File: src/rtl/fetch_unit.sv
// fetch_unit: instruction fetch and sequencing stage placed in front of the core.
//
// Starting at start_addr, reads 16-bit instructions from a synchronous
// instruction memory, hands each to the core with a one-cycle run pulse, and
// waits for done before moving on. Execution ends at end_addr (inclusive), on a
// stop request (after the current instruction), or on an EXEC timeout.
//
// Ports:
//   clk          system clock, rising edge
//   reset        asynchronous active-low reset
//   start        begin execution at start_addr (accepted in IDLE/HALT/ERROR)
//   stop         request halt after the current instruction completes
//   start_addr   first PC, captured when start is accepted
//   end_addr     address of the last instruction (inclusive)
//   mem_rd_en    instruction memory read strobe
//   mem_addr     instruction memory address (always equals pc)
//   mem_rdata    memory read data, valid the cycle after mem_rd_en
//   instruction  registered instruction presented to the core
//   run          one-cycle execute pulse to the core
//   done         core completion (sampled only in EXEC)
//   pc           current program counter
//   busy         high in every state except IDLE, HALT and ERROR
//   halted       high in HALT
//   timeout_err  high in ERROR, sticky until start or reset
module fetch_unit #(
  parameter int ADDR_W      = 8,
  parameter int TIMEOUT_CYC = 255
) (
  input  logic              clk,
  input  logic              reset,
  input  logic              start,
  input  logic              stop,
  input  logic [ADDR_W-1:0] start_addr,
  input  logic [ADDR_W-1:0] end_addr,
  output logic              mem_rd_en,
  output logic [ADDR_W-1:0] mem_addr,
  input  logic [15:0]       mem_rdata,
  output logic [15:0]       instruction,
  output logic              run,
  input  logic              done,
  output logic [ADDR_W-1:0] pc,
  output logic              busy,
  output logic              halted,
  output logic              timeout_err
);

  typedef enum logic [2:0] {
    IDLE,
    FETCH,
    WAIT_MEM,
    ISSUE,
    EXEC,
    ADVANCE,
    HALT,
    ERROR
  } state_t;

  localparam logic [15:0] CNT_LAST = 16'(TIMEOUT_CYC - 1);

  state_t      state;
  logic        stop_latch;
  logic [15:0] exec_cnt;

  assign mem_addr = pc;

  // Outputs are set on the transition into the state they decode, so each
  // one is a flop that is valid for exactly the cycles spent in that state.
  always_ff @(posedge clk or negedge reset) begin
    if (!reset) begin
      state       <= IDLE;
      pc          <= '0;
      instruction <= '0;
      stop_latch  <= 1'b0;
      exec_cnt    <= '0;
      run         <= 1'b0;
      mem_rd_en   <= 1'b0;
      busy        <= 1'b0;
      halted      <= 1'b0;
      timeout_err <= 1'b0;
    end else begin
      run       <= 1'b0;
      mem_rd_en <= 1'b0;

      // busy mirrors the busy states, so it gates the stop request directly.
      if (busy && stop) begin
        stop_latch <= 1'b1;
      end

      case (state)
        IDLE, HALT, ERROR: begin
          if (start) begin
            pc          <= start_addr;
            stop_latch  <= 1'b0;
            state       <= FETCH;
            mem_rd_en   <= 1'b1;
            busy        <= 1'b1;
            halted      <= 1'b0;
            timeout_err <= 1'b0;
          end
        end

        FETCH: begin
          state <= WAIT_MEM;
        end

        WAIT_MEM: begin
          instruction <= mem_rdata;
          state       <= ISSUE;
          run         <= 1'b1;
        end

        ISSUE: begin
          exec_cnt <= '0;
          state    <= EXEC;
        end

        EXEC: begin
          if (done) begin
            state <= ADVANCE;
          end else if (exec_cnt == CNT_LAST) begin
            state       <= ERROR;
            busy        <= 1'b0;
            timeout_err <= 1'b1;
          end else begin
            exec_cnt <= exec_cnt + 16'd1;
          end
        end

        ADVANCE: begin
          if (pc == end_addr) begin
            state  <= HALT;
            busy   <= 1'b0;
            halted <= 1'b1;
          end else if (stop_latch) begin
            pc     <= pc + ADDR_W'(1);
            state  <= HALT;
            busy   <= 1'b0;
            halted <= 1'b1;
          end else begin
            pc        <= pc + ADDR_W'(1);
            state     <= FETCH;
            mem_rd_en <= 1'b1;
          end
        end

        default: begin
          state <= IDLE;
          busy  <= 1'b0;
        end
      endcase
    end
  end

endmodule

File: config.mk
export PLATFORM = sky130hd
export DESIGN_NAME = fetch_unit
export DESIGN_NICKNAME = d
export VERILOG_FILES = /design/src/rtl/fetch_unit.sv
export SDC_FILE = /design/constraint.sdc
export NUM_CORES = 1
export LEC_CHECK = 0
export CORE_MARGIN = 2
export CORE_UTILIZATION = 52
export CTS_CLUSTER_DIAMETER = 120
export CTS_CLUSTER_SIZE = 12
export DETAILED_ROUTE_END_ITERATION = 10
export PLACE_DENSITY = 0.91
export SLEW_MARGIN = 30
export SYNTH_ARGS = -nofsm -noshare
export SYNTH_HDL_FRONTEND = slang
export SYNTH_SLANG_ARGS = --single-unit
File: constraint.sdc
create_clock -name clk -period 4.5 [get_ports clk]
set_input_delay 1.125 -clock clk [delete_from_list [all_inputs] [get_ports clk]]
set_output_delay 1.125 -clock clk [all_outputs]
set_load 0.01 [all_outputs]
* Word-level counts from Yosys, hierarchy flattened
Cells that the tools add are included.
** Word-level totals
- Output and inout bits :: 37
- Bits in read-only memories :: 0
- Flip-flop bits (word level) :: 49
- Memories :: 0
- Bits in latches :: 0
- Memory bits (writable) :: 0
- Input port bits :: 37
** Operators by class
- Bitwise gates (word level) :: 0
- Add/sub/neg operators :: 2
- Equal/unequal tests :: 16
- Shift-type cells :: 0
- Div/mod/pow operators :: 0
- Multiplexer cells :: 33
- Reduce and logical (&&, ||, !) cells :: 13
- Multiply operators :: 0
- Magnitude comparators :: 0
** Operators by type and width (number)
- two-way mux 16 bit :: 2
- case mux 16 bit (2 select lines) :: 1
- case mux 3 bit (6 select lines) :: 1
- two-way mux 1 bit :: 17
- adder 16 x 1 -> 16 bit, second input constant :: 1
- equality test 16 x 8 -> 1 bit, second input constant :: 1
- two-way mux 8 bit :: 2
- case mux 8 bit (2 select lines) :: 1
- two-way mux 3 bit :: 5
- equality test 3 bit, second input constant :: 4
- inequality test 2 bit, second input constant :: 5
- AND reduction 3 bit :: 3
- adder 8 x 1 -> 8 bit, second input constant :: 1
- equality test 8 bit :: 1
- equality test 3 x 2 -> 1 bit, second input constant :: 2
- inequality test 3 bit, second input constant :: 2
- case mux 1 bit (2 select lines) :: 3
- nonzero test 2 bit :: 3
- AND reduction 5 bit :: 1
- AND reduction 4 bit :: 1
- equality test 3 x 1 -> 1 bit, second input constant :: 1
- logical NOT 3 bit :: 1
- case mux 1 bit (3 select lines) :: 1
- nonzero test 3 bit :: 1
- 3 further kinds :: 3

* Logic depth before layout (Yosys ltp)
- Depth after elaboration :: 4
- Mapped depth :: 8

* Worst setup path before layout
Ideal clock, no wire load.
- Path kind :: input-to-reg
- Start point :: input port done
- End point :: register exec_cnt[11]
- Required time :: 4.368 ns
- Cell stages on the path :: 6
- Path slack :: 2.017 ns
- Buffers on the path :: 1
- Arrival time :: 2.351 ns
- Cells stage by stage :: nor4b_4 and3_1 clkbuf_1 nor4b_1 xnor2_1 nor2_1
** On the way
- Cells in the longest elaborated chain, start to end :: 2
** RTL lines
- start: declaration :: line 40 : input logic done,
- inequality test 2 bit (no line)
- AND reduction 3 bit (no line)
- end signal: assignment :: line 125 : exec_cnt <= exec_cnt + 16'd1;
- end: declaration :: line 62 : logic [15:0] exec_cnt;
No other way between the ends.
A chain may end at the register's enable or synchronous reset.

* Worst setup path after layout
- Start point :: input port start
- End point :: register pc[3], in the netlist mem_addr[3]
** On the way
- Cells in the longest elaborated chain, start to end :: 2
** RTL lines
- start: declaration :: line 31 : input logic start,
- inequality test 2 bit (no line)
- AND reduction 3 bit (no line)
- end signal: assignment :: line 92 : pc <= start_addr;
- end signal: assignment :: line 135 : pc <= pc + ADDR_W'(1);
- end signal: assignment :: line 140 : pc <= pc + ADDR_W'(1);
- end: declaration :: line 41 : output logic [ADDR_W-1:0] pc,
No other way between the ends.

==> out/metrics.cfg <==
[drt]
drt_iter0_markers=154
viasPerCell=5.480
firstDrtPassIters=4
ant_nets=0
totalWireLength_mm=5.679
wire_per_inst_um=14.98
vias=2077
drc=0

[finish]
layout-drive-gt1-share_pct=12.82
final_common_cell=clkdlybuf4s50_1
syn2layout_area_growth_pct=30.19
final_cell_mix=clkdlybuf4s50_1 (72), dfrtp_1 (49), nor2_1 (20)
fin_nets=351
utilization_pct=71.35
n_antenna_cell=0
fillers=362

[worst_setup_path]
cp_max_fo=12
worstRegToRegCells=4
worstSetupEndpointType=flip-flop
cp.required_ps=4700
crit_start=start
critical_path_class=in2reg
r2r_slack_ps=2110
rr_endpoint=mem_addr[3]
crit_path_start_kind=primary input
reg2reg_from=state[1]
cp.arrival_ps=3220
crit_end=mem_addr[3]

[sta]
maxSlewHeadroom_pct=40.13
fmax_ghz=0.3307
min_period_over_period_pct=67.20
setup_viol=0
hold_viol=0
setup_tns_ps=0
worst_pin_slew_ps=898.1
rsz0062_at_grt=false
slew_violations=0
fin_skew_ps=6.969
period_minus_slack_ps=3024

[floorplanning]
core_um2=4817
die_h_um=75.25
placementRows=25
initial_core_util_pct=54.81
pin_count=74
dieArea_um2=5663
die_w_um=75.25

[clock_network]
htreeDepth=2
cts_num_sinks=49
post_cts_resized=0
root_buffer=clkbuf_8
cts_buffer_depth=2
postCtsSetupBuffers=0
clk_latency_ps=310
clk_pin_slew_ps=100
cts_buffers=5
ctsHoldBuffers=0
cts_tree=yes

[power_and_ir_drop]
p_per_area_nw_per_um2=586.6
power.leakage_nw=1.369
ir_drop_uv=395.5

[yosys]
syn-instance-count=251
synth-main-ff-cell=dfrtp_1
syn_area_um2=2640
synthArstFlopShare_pct=100.0
synth_cell_types=54
syn-num-nets=291
synth-edff-count=0
ys_warn_count=0
synth_area_per_cell_um2=10.52
ys_seq_area_share_pct=46.45
ys_ff_latch=49

[placed_design]
dp_hpwl_mm=4.140
io_buffers=73
gp_congestion=0.8622

[status]
outcome=completed

[global_routing]
grt_pass1_vias=2051
antenna_found_initial=0
grt_usage_pct=21.81
gr-total-overflow=0
grt_max_degree=50
grt_pass1_wl_mm=9.356

[job]
cap_violations=0

[worst_hold_path]
hold_path_class=reg2reg

-- cells in the mapped netlist (all sizes together), types with 4 or more instances --
cell type	count	share of area, %
nand3	11	2.1
nor4b	6	2.6
o21ai	11	2.1
dfrtp	49	46
clkbuf	9	1.3
a21oi	10	2.0
nand4	7	1.7
buf	11	3.1
nand2	16	2.6
xnor2	17	5.6
inv	5	0.71
xor2	6	2.0
mux2	17	7.3
nor2	20	2.8
or4	4	1.4
-- how the worst min path moves through the flow --
stage / start / to / slack, ps / cells past startpoint
floorplan: timeout_err / timeout_err / 500 / 2
global placement: timeout_err / timeout_err / 470 / 2
detailed placement: timeout_err / timeout_err / 470 / 2
CTS: timeout_err / timeout_err / 490 / 2
global route: instruction[15] / instruction[15] / 530 / 1
finish: timeout_err / timeout_err / 490 / 2
-- through the flow --
stage / cell area [um2] / setup slack [ps] / power [mW] / hold WS [ps] / cells
2_1_floorplan: 2640 / 2017 / 1.338 / 503.7 / 251
3_3_place_gp: 3334 / 1288 / 1.712 / 465.9 / 371
3_5_place_dp: 3343 / 1179 / 1.751 / 468.8 / 371
4_1_cts: 3437 / 1512 / 2.028 / 490.9 / 379
5_1_grt: 3437 / 1399 / 2.159 / 532.1 / 379
6_report: 3437 / 1476 / 2.016 / 492.4 / 379
-- per-layer routing --
layer	GRT usage, %	vias to the layer above	share of wire, %
li1	-	1009	-
met1	28.31	1002	44
met2	36.06	58	49
met3	4.685	8	5.6
met4	8.187	0	1.6
met5	0	-	0
-- report_power, final --
part | internal, mW | switching, mW
sequential | 0.592 | 0.187
clock | 0.113 | 0.158
combinational | 0.558 | 0.407
-- critical path: stages --
cell	delay [ps]
clkdlybuf4s50_1	530
mux2_2	320
a21oi_1	720
o21ai_0	190
or3_1	330
-- kinds of logic (layout without fill, tap and decap cells) --
| kind of cell | Yosys count | in the layout | share of synthesized area (%) |
|---|---|---|---|
| and+or+nand+nor | 91 | 91 | 21.04 |
| adders and majority gates | 3 | 3 | 1.422 |
| muxes | 17 | 17 | 7.251 |
| AOI/OAI and AO/OA | 43 | 43 | 11.14 |
| DFF | 49 | 49 | 46.45 |
| buffers and inverters | 25 | 86 | 5.071 |
| xor gates and xnor gates | 23 | 23 | 7.630 |
-- state kept, by name, summed over array words and instances, names as in the netlist --
register,count
mem_addr,8
instruction,16
run,1
stop_latch,1
timeout_err,1
exec_cnt,16
halted,1
busy,1
mem_rd_en,1
state,3
-- layout make-up --
| class | instances | area [um2] | share of cell area, % |
|---|---|---|---|
| sequential | 49 | 1226 | 35.68 |
| multi-input combinational | 177 | 1286 | 37.42 |
| inverter | 5 | 18.77 | 0.5460 |
| clock inverter | 3 | 25.02 | 0.7281 |
| clock buffer | 5 | 68.82 | 2.002 |
| tap | 67 | 83.83 | 2.439 |
| timing repair buffer | 73 | 728.2 | 21.19 |
(Power assumes the default switching activity.)
